[config.mk]
export PLATFORM = sky130hd
export DESIGN_NAME = countdown_timer
export DESIGN_NICKNAME = d
export VERILOG_FILES = /design/src/rtl/countdown_timer_pkg.sv /design/src/rtl/countdown_timer.sv
export SDC_FILE = /design/constraint.sdc
export NUM_CORES = 1
export LEC_CHECK = 0
export ABC_AREA = 0
export CAP_MARGIN = 15
export CELL_PAD_IN_SITES_DETAIL_PLACEMENT = 1
export CELL_PAD_IN_SITES_GLOBAL_PLACEMENT = 1
export CORE_UTILIZATION = 40
export CTS_CLUSTER_DIAMETER = 150
export DETAILED_ROUTE_END_ITERATION = 12
export PLACE_DENSITY_LB_ADDON = 0.15
export SYNTH_ARGS = -nofsm -noshare
export SYNTH_HDL_FRONTEND = slang
export SYNTH_SLANG_ARGS = --single-unit
[constraint.sdc]
create_clock -name clk -period 2.6 [get_ports clk]
set_input_delay 0.52 -clock clk [delete_from_list [all_inputs] [get_ports clk]]
set_output_delay 0.52 -clock clk [all_outputs]
set_load 0.05 [all_outputs]
[src/rtl/countdown_timer_pkg.sv]
// Shared definitions for the countdown timer and the display/status logic
// that decodes its state.
//   state_e : 2-bit timer state encoding (IDLE=0, RUN=1, PAUSE=2, DONE=3)
package countdown_timer_pkg;

  typedef enum logic [1:0] {
    S_IDLE  = 2'd0,
    S_RUN   = 2'd1,
    S_PAUSE = 2'd2,
    S_DONE  = 2'd3
  } state_e;

endpackage : countdown_timer_pkg

[src/rtl/countdown_timer.sv]
// Loadable down-counter with run/pause/done control. Counts a programmed value
// to zero on enable ticks and emits a one-cycle done pulse at zero; with
// AUTO_RELOAD=1 it reloads and keeps running, acting as a periodic tick source.
//
// Ports:
//   clk        in   1      rising-edge clock
//   i_rst_n    in   1      asynchronous active-low reset
//   i_sclr     in   1      synchronous clear (count/reload <= INIT, IDLE)
//   i_en       in   1      count tick, decrements while running
//   i_load     in   1      load i_load_val (IDLE/DONE only)
//   i_load_val in   WIDTH  value to load
//   i_start    in   1      start, resume or re-arm
//   i_pause    in   1      pause request
//   o_cnt      out  WIDTH  current count (registered)
//   o_busy     out  1      high in RUN or PAUSE
//   o_zero     out  1      o_cnt == 0
//   o_done     out  1      registered one-cycle pulse when the count expires
module countdown_timer
  import countdown_timer_pkg::*;
#(
  parameter int               WIDTH       = 3,
  parameter logic [WIDTH-1:0] INIT        = 3'b110,
  parameter bit               AUTO_RELOAD = 1'b0
) (
  input  logic             clk,
  input  logic             i_rst_n,
  input  logic             i_sclr,
  input  logic             i_en,
  input  logic             i_load,
  input  logic [WIDTH-1:0] i_load_val,
  input  logic             i_start,
  input  logic             i_pause,
  output logic [WIDTH-1:0] o_cnt,
  output logic             o_busy,
  output logic             o_zero,
  output logic             o_done
);

  localparam logic [WIDTH-1:0] ONE  = WIDTH'(1);
  localparam logic [WIDTH-1:0] ZERO = '0;

  state_e           state_q, state_d;
  logic [WIDTH-1:0] cnt_q, cnt_d;
  logic [WIDTH-1:0] rld_q, rld_d;
  logic             done_q, done_d;

  always_comb begin
    state_d = state_q;
    cnt_d   = cnt_q;
    rld_d   = rld_q;
    done_d  = 1'b0;

    if (i_sclr) begin
      state_d = S_IDLE;
      cnt_d   = INIT;
      rld_d   = INIT;
    end else begin
      unique case (state_q)
        S_IDLE: begin
          // Pause outranks start even here, so a held pause keeps the timer parked.
          if (i_pause) begin
            state_d = S_IDLE;
          end else if (i_start) begin
            if (cnt_q != ZERO) begin
              state_d = S_RUN;
            end else begin
              state_d = S_DONE;
              done_d  = 1'b1;
            end
          end else if (i_load) begin
            cnt_d = i_load_val;
            rld_d = i_load_val;
          end
        end

        S_RUN: begin
          if (i_pause) begin
            state_d = S_PAUSE;
          end else if (i_en) begin
            if (cnt_q == ONE) begin
              // A reload value of 1 would expire every tick; suppressing the
              // back-to-back pulse keeps o_done strictly one cycle wide.
              done_d = !done_q;
              if (AUTO_RELOAD) begin
                cnt_d = rld_q;
              end else begin
                cnt_d   = ZERO;
                state_d = S_DONE;
              end
            end else if (cnt_q != ZERO) begin
              cnt_d = cnt_q - ONE;
            end else begin
              state_d = S_DONE;
            end
          end
        end

        S_PAUSE: begin
          if (!i_pause && i_start) begin
            state_d = S_RUN;
          end
        end

        S_DONE: begin
          if (i_pause) begin
            state_d = S_DONE;
          end else if (i_start) begin
            // Re-arming with a zero reload value would leave RUN stuck at 0.
            if (rld_q != ZERO) begin
              cnt_d   = rld_q;
              state_d = S_RUN;
            end
          end else if (i_load) begin
            cnt_d   = i_load_val;
            rld_d   = i_load_val;
            state_d = S_IDLE;
          end
        end

        default: state_d = S_IDLE;
      endcase
    end
  end

  always_ff @(posedge clk or negedge i_rst_n) begin
    if (!i_rst_n) begin
      state_q <= S_IDLE;
      cnt_q   <= INIT;
      rld_q   <= INIT;
      done_q  <= 1'b0;
    end else begin
      state_q <= state_d;
      cnt_q   <= cnt_d;
      rld_q   <= rld_d;
      done_q  <= done_d;
    end
  end

  assign o_cnt  = cnt_q;
  assign o_busy = (state_q == S_RUN) || (state_q == S_PAUSE);
  assign o_zero = (cnt_q == ZERO);
  assign o_done = done_q;

endmodule : countdown_timer

Word-level counts from Yosys, hierarchy flattened

Cells that the tools add are included.

Output and inout bits: 6
Register bits: 9
Word-level logic and storage cells: 78

Reductions and logical operators: 15
Multiplexer cells: 39
Add/sub/neg operators: 1
Equality and inequality tests: 19

Operator list:

| kind                  | count |
|---|---|
| $mux W3               | 16 |
| $mux W2               | 13 |
| $ne A3 B3 Y1 const B  | 6 |
| $ne A4 B4 Y1 const B  | 4 |
| $ne A5 B5 Y1 const B  | 3 |
| $pmux W3 S3           | 1 |
| $pmux W2 S4           | 1 |
| $reduce_and A8 Y1     | 1 |
| $mux W1               | 7 |
| $reduce_and A6 Y1     | 1 |
| $reduce_bool A3 Y1    | 2 |
| $eq A2 B2 Y1 const B  | 2 |
| $ne A2 B2 Y1 const B  | 2 |
| $reduce_and A4 Y1     | 1 |
| $reduce_bool A2 Y1    | 2 |
| $reduce_bool A4 Y1    | 1 |
| $eq A3 B1 Y1 const B  | 1 |
| $logic_not A3 Y1      | 1 |
| $sub A3 B1 Y3 const B | 1 |
| $eq A2 B1 Y1 const B  | 1 |
| $logic_not A1 Y1      | 2 |
| $logic_not A2 Y1      | 1 |
| $pmux W1 S2           | 1 |
| $reduce_or A2 Y1      | 1 |
| other kinds (2)       | 2 |

Logic depth before layout (Yosys ltp)

Gate-level depths: netlist of the first run.

Depth in word-level cells: 7
Depth in mapped cells: 8

Worst setup path before layout of the first run

No wires, ideal clock.

Path kind: flip-flop to output port
Start point: register cnt_q[0], in the netlist o_cnt[0]
End point: output o_zero
Stages on the path, launching flop included: 4
Path slack: 0.364 ns
Required time: 2.080 ns
Arrival time: 1.716 ns
Cells stage by stage: dfrtp_1 -> inv_1 -> ha_1 -> nor2b_1

Word-level cells in the longest chain between the ends: 1

RTL lines:

| item                     | line                   | source |
|---|---|---|
| start: declaration       | countdown_timer.sv:43  | `logic [WIDTH-1:0] cnt_q, cnt_d;` |
| start signal: assignment | countdown_timer.sv:133 | `cnt_q <= cnt_d;` |
| $logic_not A3 Y1         | countdown_timer.sv:141 | `assign o_zero = (cnt_q == ZERO);` |
| end: declaration         | countdown_timer.sv:35  | `output logic o_zero,` |

Every way passes these cells.

Worst setup path after layout of the first run

Start point: register state_q[0]
End point: output o_busy

Word-level cells in the longest chain between the ends: 2
Elaborated cells between the ends (all ways): 3

RTL lines:

| item                                         | line                   | source |
|---|---|---|
| start: declaration                           | countdown_timer.sv:42  | `state_e state_q, state_d;` |
| start signal: assignment                     | countdown_timer.sv:132 | `state_q <= state_d;` |
| $eq A2 B1 Y1 or $eq A2 B2 Y1 (tied branches) | countdown_timer.sv:140 | `assign o_busy = (state_q == S_RUN) \|\| (state_q == S_PAUSE);` |
| $logic_or A1 B1 Y1 *                         | countdown_timer.sv:140 |  |
| end: declaration                             | countdown_timer.sv:34  | `output logic o_busy,` |

Mark *: on every way between the ends. The rest lies on a longest branch, timed or not.

==> impl_metrics.env, run 1 <==
export IMPL_path_depth=3
export IMPL_viasPerCell=5.68
export IMPL_reg2reg_from="state_q[1]"
export IMPL_num_antenna_cells=0
export IMPL_vias=750
export IMPL_critPathSlowestCell="clkdlybuf4s50_1"
export IMPL_cts_tree="yes"
export IMPL_wl_per_cell_um=16.8
export IMPL_max_slew_margin=0.649
export IMPL_grt_overflow=0
export IMPL_hold_class="in -> async"
export IMPL_synth_cell_types=36
export IMPL_start_kind="register"
export IMPL_crit_buf_inv=2
export IMPL_fp_row_count=15
export IMPL_clk_latency_ps=260
export IMPL_fin_cells=132
export IMPL_clk_pin_slew_ps=70
export IMPL_synthFlopType="dfrtp_1"
export IMPL_synth_seq_cells=9
export IMPL_clock_path_buffers=2
export IMPL_critical_path_class="reg -> out"
export IMPL_first_pass_iters=4
export IMPL_syn_avg_cell_area_um2=8.73
export IMPL_dp_hpwl_um=1770
export IMPL_grt_pass1_vias=717
export IMPL_setup_viol=0
export IMPL_period_minus_slack_ps=2440
export IMPL_maxCapViolCount=0
export IMPL_area_delta_synth_final_pct=25.0
export IMPL_comb_power_share=0.342
export IMPL_synth_edf_count=0
export IMPL_drc=0
export IMPL_worst_pin_slew_ps=525
export IMPL_power_uw=415
export IMPL_grt_max_degree=11
export IMPL_fillers=230
export IMPL_path_cells="inv_1, ha_1, clkdlybuf4s50_1"
export IMPL_clock_sinks=9
export IMPL_pin_count=16
export IMPL_synth_largest_area_cell="dfrtp_1"
export IMPL_ff2ff_path_depth=5
export IMPL_fmax_ghz=0.410
export IMPL_start_util=0.441
export IMPL_core_um2=1800
export IMPL_p_sw_uw=145
export IMPL_cts_inserted_buffers=3
export IMPL_outcome="finished clean"
export IMPL_finalWeightedCongestion=0.761
export IMPL_cpLargestDelayFamily="buffers and inverters"
export IMPL_postCtsHoldBufs=0
export IMPL_final_hold_viol_count=0
export IMPL_period_share=0.939
export IMPL_rsz0062_at_grt="no"
export IMPL_async_flop_share=1.00
export IMPL_synth_cells=91
export IMPL_dieHeight_um=46.6
export IMPL_fin_hold_ws_ps=563
export IMPL_drtIter0Drc=10
export IMPL_htreeDepth=1
export IMPL_slowest_delay_ps=820
export IMPL_grt_use_total=0.228
export IMPL_dieArea_um2=2170
export IMPL_p_clk_frac=0.270
export IMPL_crit_required_ps=2080
export IMPL_syn_area_um2=795
export IMPL_cp_max_fo=4
export IMPL_ant_nets=0
export IMPL_powerDensity_nw_per_um2=418
export IMPL_seqPwrFrac=0.388
export IMPL_totalWireLength_um=2220
export IMPL_post_cts_buffers=0
export IMPL_synth_area_top_cells="dfrtp_1 16%, dfstp_2 13%, ha_1 11%, nor2_1 5.7%, nor2b_1 3.9%"
export IMPL_grt_pass1_wl_um=3390
export IMPL_drive_above_1_share=0.159
export IMPL_die_width_um=46.6
export IMPL_portBuffers=15
export IMPL_finClkSkew_ps=4.97
export IMPL_r2r_end="state_q[0]"
export IMPL_pre_cts_slack_ps=186
export IMPL_timing_setup_tns_ps=0
export IMPL_r2r_setup_slack_ps=540
export IMPL_internal_power_uw=269
export IMPL_finalWorstSetupSlack_ps=160
export IMPL_p_leak_nw=0.404
export IMPL_vdd_drop_max_mv=0.259
export IMPL_netSwitchingFraction=0.351
export IMPL_ctsRootBufferMaster="clkbuf_4"
export IMPL_cts_resized=0
export IMPL_synth_fp_nets=108
export IMPL_ys_warn_count=0
export IMPL_worstPathArrival_ps=1920
export IMPL_yosysSeqAreaShare=0.290
export IMPL_cp_end_kind="output port"
export IMPL_synth_top_area_share=0.157
export IMPL_nets=125
export IMPL_maxSlewViolCount=0
export IMPL_antenna_found_initial=0
export IMPL_placed_cells=128
==> cells in the mapped netlist, types with 2 or more instances <==
master and n:
nand2_1 5, nor2b_1 5, nor2_1 12, a2bb2oi_1 2
dfstp_2 4, ha_1 7, clkbuf_1 4, dfrtp_1 5
mux2i_1 2, o21ai_0 6, mux2_2 2, a211o_1 3
inv_1 6, a21oi_1 3, nand3_1 2, nor3_1 2
nand2b_1 2
==> state kept, by name, indices dropped and copies added (netlist names) <==
register  count
rld_q         3
state_q       2
o_done        1
o_cnt         3
==> cell usage in the layout, fill, tap and decap left out, types with 3 or more instances in the layout <==
master,count
clkdlybuf4s50_1,14
nor2b_1,5
a211o_1,3
nor2_1,12
o21ai_0,6
a21oi_1,3
buf_4,3
inv_1,6
dfstp_2,4
dfrtp_1,5
ha_1,7
nand2_1,5
clkbuf_4,3
==> per-layer routing <==
metal / track usage / routed length, um / vias to the layer above
met3: 0.0510 / 62 / 2
li1: - / - / 363
met4: 0.0353 / 10 / 0
met1: 0.272 / 966 / 368
met5: 0 / 0 / -
met2: 0.417 / 1180 / 17
==> through the flow <==
step / instance area [um2] / util
2_1_floorplan: 795 / -
3_3_place_gp: 966 / 0.536
3_5_place_dp: 966 / 0.536
4_1_cts: 993 / 0.551
5_1_grt: 993 / 0.551
6_report: 993 / 0.551
==> worst max-delay path by stage <==
stage / from / to / slack, ps
floorplan: o_cnt[0] / o_zero / 360
detailed placement: i_start / state_q[0] / 190
global placement: i_start / state_q[0] / 280
CTS: state_q[0] / o_busy / 150
global route: state_q[0] / o_busy / 110
finish: state_q[0] / o_busy / 160
==> final cells by class <==
| class | instances | area [um2] | share of cell area |
|---|---|---|---|
| flip-flops and latches | 9 | 230 | 0.232 |
| well taps | 25 | 31.3 | 0.0315 |
| repair buffers | 17 | 163 | 0.164 |
| clock inverters | 1 | 5.00 | 0.00504 |
| clock buffers | 3 | 22.5 | 0.0227 |
| multi-input cells | 71 | 519 | 0.523 |
| inverters | 6 | 22.5 | 0.0227 |
==> worst reg2reg max path, stage by stage, from the launching register on <==
cell and delay, ps:
dfrtp_1 400, ha_1 370, or4b_4 520, a311o_1 330, or2_0 240, o311ai_1 90
==> kinds of logic (layout without fill, tap and decap cells) <==
group           after synthesis  count (layout)  synth area share
compound gates               24              24             0.217
mux                           6               6            0.0866
flops                         9               9             0.290
buf+inv                      11              27            0.0567
fa+ha+maj                     7               7             0.110
simple gates                 34              34             0.239
==> power groups by stage <==
stage | Clock, mW | Combinational (mW) | Sequential [mW]
floorplan | 0 | 0.0764 | 0.175
global placement | 0 | 0.135 | 0.162
detailed placement | 0 | 0.141 | 0.163
CTS | 0.115 | 0.142 | 0.161
global route | 0.118 | 0.152 | 0.162
finish | 0.112 | 0.142 | 0.161
No activity file was read; power rests on OpenSTA's default activity.
==> run 2, diff against run 1 <==
--- a/config.mk
+++ b/config.mk
@@ -12,6 +12,7 @@
 export CORE_UTILIZATION = 40
 export CTS_CLUSTER_DIAMETER = 150
 export DETAILED_ROUTE_END_ITERATION = 12
+export HOLD_SLACK_MARGIN = 0.03
 export PLACE_DENSITY_LB_ADDON = 0.15
 export SYNTH_ARGS = -nofsm -noshare
 export SYNTH_HDL_FRONTEND = slang
==> results of run 2 <==
No change in the layout: final DEF, timing and power equal those of run 1.
